[src/rtl/fetch_controller.sv]
// Instruction-fetch sequencer: owns the PC, drives a 1-cycle synchronous-read
// instruction memory and streams (pc, instruction, valid) to decode through a 2-entry skid.
module fetch_controller #(
  parameter int                         ADDR_WIDTH = 10,
  parameter int                         DATA_WIDTH = 10,
  parameter logic [ADDR_WIDTH-1:0]      RESET_PC   = '0
) (
  input  logic                  clock,
  input  logic                  reset_n,
  output logic [ADDR_WIDTH-1:0] im_address,
  input  logic [DATA_WIDTH-1:0] im_instruction,
  input  logic                  stall,
  input  logic                  redirect_valid,
  input  logic [ADDR_WIDTH-1:0] redirect_target,
  input  logic                  halt,
  output logic                  if_valid,
  output logic [DATA_WIDTH-1:0] if_instruction,
  output logic [ADDR_WIDTH-1:0] if_pc,
  output logic                  halted
);

  typedef enum logic {RUN, HALTED} state_e;

  state_e                         state_q, state_d;
  logic [ADDR_WIDTH-1:0]          im_address_q, im_address_d;
  logic [ADDR_WIDTH-1:0]          pc_q, pc_d;
  logic                           issue_valid_q, issue_valid_d;
  logic                           resp_valid_q, resp_valid_d;
  logic [ADDR_WIDTH-1:0]          resp_pc_q, resp_pc_d;
  logic [1:0][DATA_WIDTH-1:0]     skid_instr_q, skid_instr_d;
  logic [1:0][ADDR_WIDTH-1:0]     skid_pc_q, skid_pc_d;
  logic [1:0]                     skid_cnt_q, skid_cnt_d;
  logic                           if_valid_q, if_valid_d;
  logic [DATA_WIDTH-1:0]          if_instruction_q, if_instruction_d;
  logic [ADDR_WIDTH-1:0]          if_pc_q, if_pc_d;

  always_comb begin
    state_d          = state_q;
    im_address_d     = im_address_q;
    pc_d             = pc_q;
    issue_valid_d    = issue_valid_q;
    // The issued address always becomes the word on im_instruction next cycle.
    resp_valid_d     = issue_valid_q;
    resp_pc_d        = im_address_q;
    skid_instr_d     = skid_instr_q;
    skid_pc_d        = skid_pc_q;
    skid_cnt_d       = skid_cnt_q;
    if_valid_d       = if_valid_q;
    if_instruction_d = if_instruction_q;
    if_pc_d          = if_pc_q;

    if (state_q == HALTED) begin
      issue_valid_d = 1'b0;
      resp_valid_d  = 1'b0;
    end else if (redirect_valid) begin
      im_address_d  = redirect_target;
      pc_d          = redirect_target + 1'b1;
      issue_valid_d = 1'b1;
      resp_valid_d  = 1'b0;
      skid_cnt_d    = 2'd0;
      if_valid_d    = 1'b0;
    end else if (halt) begin
      issue_valid_d = 1'b0;
      resp_valid_d  = 1'b0;
      skid_cnt_d    = 2'd0;
      if_valid_d    = 1'b0;
      state_d       = HALTED;
    end else begin
      if (!stall) begin
        im_address_d  = pc_q;
        pc_d          = pc_q + 1'b1;
        issue_valid_d = 1'b1;
        if (skid_cnt_q != 2'd0) begin
          if_valid_d       = 1'b1;
          if_instruction_d = skid_instr_q[0];
          if_pc_d          = skid_pc_q[0];
          skid_instr_d[0]  = skid_instr_q[1];
          skid_pc_d[0]     = skid_pc_q[1];
          skid_cnt_d       = skid_cnt_q - 2'd1;
        end else begin
          if_valid_d       = resp_valid_q;
          if_instruction_d = im_instruction;
          if_pc_d          = resp_pc_q;
        end
      end else begin
        issue_valid_d = 1'b0;
      end
      // A live response goes to the skid whenever it cannot go straight to decode.
      if (resp_valid_q && (stall || skid_cnt_q != 2'd0)) begin
        if (skid_cnt_d == 2'd0) begin
          skid_instr_d[0] = im_instruction;
          skid_pc_d[0]    = resp_pc_q;
          skid_cnt_d      = 2'd1;
        end else begin
          skid_instr_d[1] = im_instruction;
          skid_pc_d[1]    = resp_pc_q;
          skid_cnt_d      = skid_cnt_d + 2'd1;
        end
      end
    end
  end

  always_ff @(posedge clock or negedge reset_n) begin
    if (!reset_n) begin
      state_q          <= RUN;
      im_address_q     <= RESET_PC;
      pc_q             <= RESET_PC + 1'b1;
      issue_valid_q    <= 1'b1;
      resp_valid_q     <= 1'b0;
      resp_pc_q        <= '0;
      skid_instr_q     <= '0;
      skid_pc_q        <= '0;
      skid_cnt_q       <= 2'd0;
      if_valid_q       <= 1'b0;
      if_instruction_q <= '0;
      if_pc_q          <= '0;
    end else begin
      state_q          <= state_d;
      im_address_q     <= im_address_d;
      pc_q             <= pc_d;
      issue_valid_q    <= issue_valid_d;
      resp_valid_q     <= resp_valid_d;
      resp_pc_q        <= resp_pc_d;
      skid_instr_q     <= skid_instr_d;
      skid_pc_q        <= skid_pc_d;
      skid_cnt_q       <= skid_cnt_d;
      if_valid_q       <= if_valid_d;
      if_instruction_q <= if_instruction_d;
      if_pc_q          <= if_pc_d;
    end
  end

  assign im_address     = im_address_q;
  assign if_valid       = if_valid_q;
  assign if_instruction = if_instruction_q;
  assign if_pc          = if_pc_q;
  assign halted         = (state_q == HALTED);

endmodule

[config.mk]
export PLATFORM = sky130hd
export DESIGN_NAME = fetch_controller
export DESIGN_NICKNAME = d
export VERILOG_FILES = /design/src/rtl/fetch_controller.sv
export SDC_FILE = /design/constraint.sdc
export NUM_CORES = 1
export LEC_CHECK = 0
export CORE_AREA = 2 2 130 82
export DETAILED_ROUTE_END_ITERATION = 10
export DIE_AREA = 0 0 132 84
export GPL_ROUTABILITY_DRIVEN = 0
export GPL_TIMING_DRIVEN = 0
export PLACE_DENSITY = 0.75
export SLEW_MARGIN = 10
export SYNTH_ARGS = -nofsm -noshare
export SYNTH_HDL_FRONTEND = slang
export SYNTH_SLANG_ARGS = --single-unit
[constraint.sdc]
create_clock -name clock -period 2.6 [get_ports clock]
set_input_delay 0.52 -clock clock [delete_from_list [all_inputs] [get_ports clock]]
set_output_delay 0.52 -clock clock [all_outputs]
set_load 0.005 [all_outputs]
==> results_dict.tcl <==
set metrics [dict create \
    status "finished clean" \
    dp_hpwl_um 7020 \
    numCtsBuffers 9 \
    cts_max_level 3 \
    rsz0062_at_grt "false" \
    drc 0 \
    fmax_mhz 426 \
    gr-usage-met1 0.281 \
    ys_warn_count 0 \
    rows 29 \
    die_h_um 84 \
    via_per_inst 5.31 \
    final_core_utilization 0.537 \
    ys_ff_latch 96 \
    min_path_type "primary input to asynchronous set/reset pin" \
    antenna_found_initial 0 \
    setup_viol 0 \
    ys_async_sr_fraction 1.00 \
    worstMarginPinSlew_ns 0.748 \
    powerDensity_mw_per_mm2 786 \
    syn_area_mm2 0.00434 \
    seq_area_frac_synth 0.555 \
    drive_gt1_frac 0.0852 \
    worst_slack_ns 0.255 \
    drv_cap 0 \
    clk_latency_ns 0.35 \
    grt_use_met2 0.297 \
    setup.worst_path.start_class "primary input" \
    fin_setup_tns_ns 0 \
    drtPass1Iterations 4 \
    maxSlewHeadroom 0.501 \
    cts.clk_slew.worst_paths_ns 0.07 \
    hold_viol 0 \
    busiest_layer "met2" \
    grt_first_pass_wirelength_um 17000 \
    core_area_mm2 0.0101 \
    dr_total_vias 3291 \
    final_nets 503 \
    cts_tree "yes" \
    start_util 0.431 \
    cts_setup_buffers 0 \
    ant_nets 0 \
    fillers 873 \
    num_io_pins 57 \
    wl_per_cell_um 16.6 \
    grt_max_degree 59 \
    ys_types 46 \
    place_ws_ns -0.424 \
    die_x_um 132 \
    cts_buffer_depth 2 \
    cts.sinks 96 \
    p_leak_uw 0.00243 \
    synth_nets 437 \
    cts_root_buffer "clkbuf_16" \
    ctsHoldBuffers 0 \
    min_period_ns 2.35 \
    power_uw 4240 \
    synth_area_leaders "dfrtp_1 54%, a21oi_1 6.7%, mux2i_1 6.2%" \
    cp_data_required_time_ns 2.81 \
    synth-edff-count 0 \
    numPortBuffers 55 \
    irDropWorstVdd_mv 0.340 \
    worstPathArrival_ns 2.56 \
    grt_usage 0.196 \
    synth_area_per_cell_um2 10.6 \
    syn2layout_area_growth_pct 24.4 \
    finClkSkew_ns 0.0104 \
    routed_wl_um 10300 \
    cp-end-kind "flip-flop" \
    critical_path_class "primary input to flip-flop" \
    use_met3 0.0486 \
    yosys.area.top_type "dfrtp_1" \
    grt_pass1_vias 3348 \
    cp_max_fo 10 \
    die_area_mm2 0.0111 \
    worst-r2r-setup-slack_ns 0.36 \
    syn_inst 410 \
    dominantRegCellSynth "dfrtp_1" \
    synth.top_cell.area_share 0.543 \
    drv_slew 0 \
    drtIter0Drc 264 \
    period_share 0.902 \
    grt-ovfl-total 0 \
    antenna_cells 0 \
]
[area by class of cell]
| type | count | area [um2] | share of cell area |
|---|---|---|---|
| Sequential cell | 96 | 2400 | 0.446 |
| Multi-Input combinational cell | 282 | 1780 | 0.331 |
| Timing Repair Buffer | 56 | 578 | 0.107 |
| Clock buffer | 10 | 229 | 0.0424 |
| Tap cell | 139 | 174 | 0.0322 |
| Buffer | 26 | 130 | 0.0241 |
| Clock inverter | 6 | 75.1 | 0.0139 |
| Inverter | 5 | 18.8 | 0.00348 |
[synthesized netlist by cell type (4+ instances only)]
library cell / instances
dfrtp_1: 94
a21oi_1: 58
nor2_1: 52
mux2i_1: 27
nand2_1: 24
o22ai_1: 21
mux2_1: 20
clkbuf_1: 13
buf_2: 9
o21ai_0: 9
o21ai_1: 8
nor3_1: 7
nor2b_1: 6
xor2_1: 5
inv_1: 4
nand3_1: 4
[sequential cells by signal, summed over array words and instances (netlist names)]
register,cells
skid_instr_q,20
skid_pc_q,20
if_instruction,10
if_pc,10
im_address,10
pc_q,10
resp_pc_q,10
skid_cnt_q,2
halted,1
if_valid,1
issue_valid_q,1
resp_valid_q,1
[worst max-delay path: stages]
cell and delay (ns):
buf_2 0.18, buf_4 0.21, buf_2 0.25, mux2_2 0.21, ha_1 0.24, inv_1 0.09
a21oi_2 0.20, nor2b_1 0.28, mux2i_1 0.25, o211ai_1 0.13
[what timing repair did]
| action | in CTS | in global routing |
|---|---|---|
| gates resized for setup | 2 | 2 |
| hold endpoints to repair | 0 | 0 |
| setup endpoints to repair | 28 | 25 |
[final timing paths]
path,startpoint,endpoint,cells after the start
max,redirect_valid,pc_q[6],10
min,reset_n,if_pc[5],1
max reg2reg,skid_cnt_q[0],skid_pc_q[7],9
min reg2reg,im_address[2],resp_pc_q[2],0
max in group asynchronous,reset_n,issue_valid_q,2
min in group clock,im_address[2],resp_pc_q[2],0
[logic make-up after synthesis]
group / after synthesis / synth area share
and+or+nand+nor: 108 / 0.117
AOI/OAI and AO/OA: 115 / 0.152
buffers and inverters: 32 / 0.0346
muxes: 49 / 0.119
xor gates and xnor gates: 8 / 0.0162
DFF: 96 / 0.555
adders and majority gates: 2 / 0.00577
[layer usage]
layer / share of wire / wire, um
met1: 0.48 / 4940
met2: 0.45 / 4660
met3: 0.055 / 571
met4: 0.014 / 142
met5: 0 / 0
[through the flow]
step | instances | hold WS, ns | area [um2]
final | 620 | 0.144 | 5390
after global routing | 620 | 0.179 | 5390
after CTS | 620 | 0.150 | 5390
after detailed placement | 605 | 0.402 | 5080
after global placement | 604 | 0.396 | 5060
after floorplan | 410 | 0.224 | 4340
[report_power, final]
| group | switching (uW) | total, uW | internal [uW] |
|---|---|---|---|
| sequential | 174 | 1890 | 1720 |
| combinational | 485 | 992 | 506 |
| clock | 591 | 1350 | 762 |
| total | 1250 | 4240 | 2990 |
[cells in the final DEF, fill, tap and decap left out, drive strengths merged, types with 7 or more instances in the layout]
master,n
dfrtp,94
a21oi,58
clkdlybuf4s50,53
nor2,52
mux2i,27
nand2,24
clkbuf,23
mux2,22
o22ai,21
o21ai,17
buf,15
inv,8
nor3,7
(Power assumes the default switching activity.)
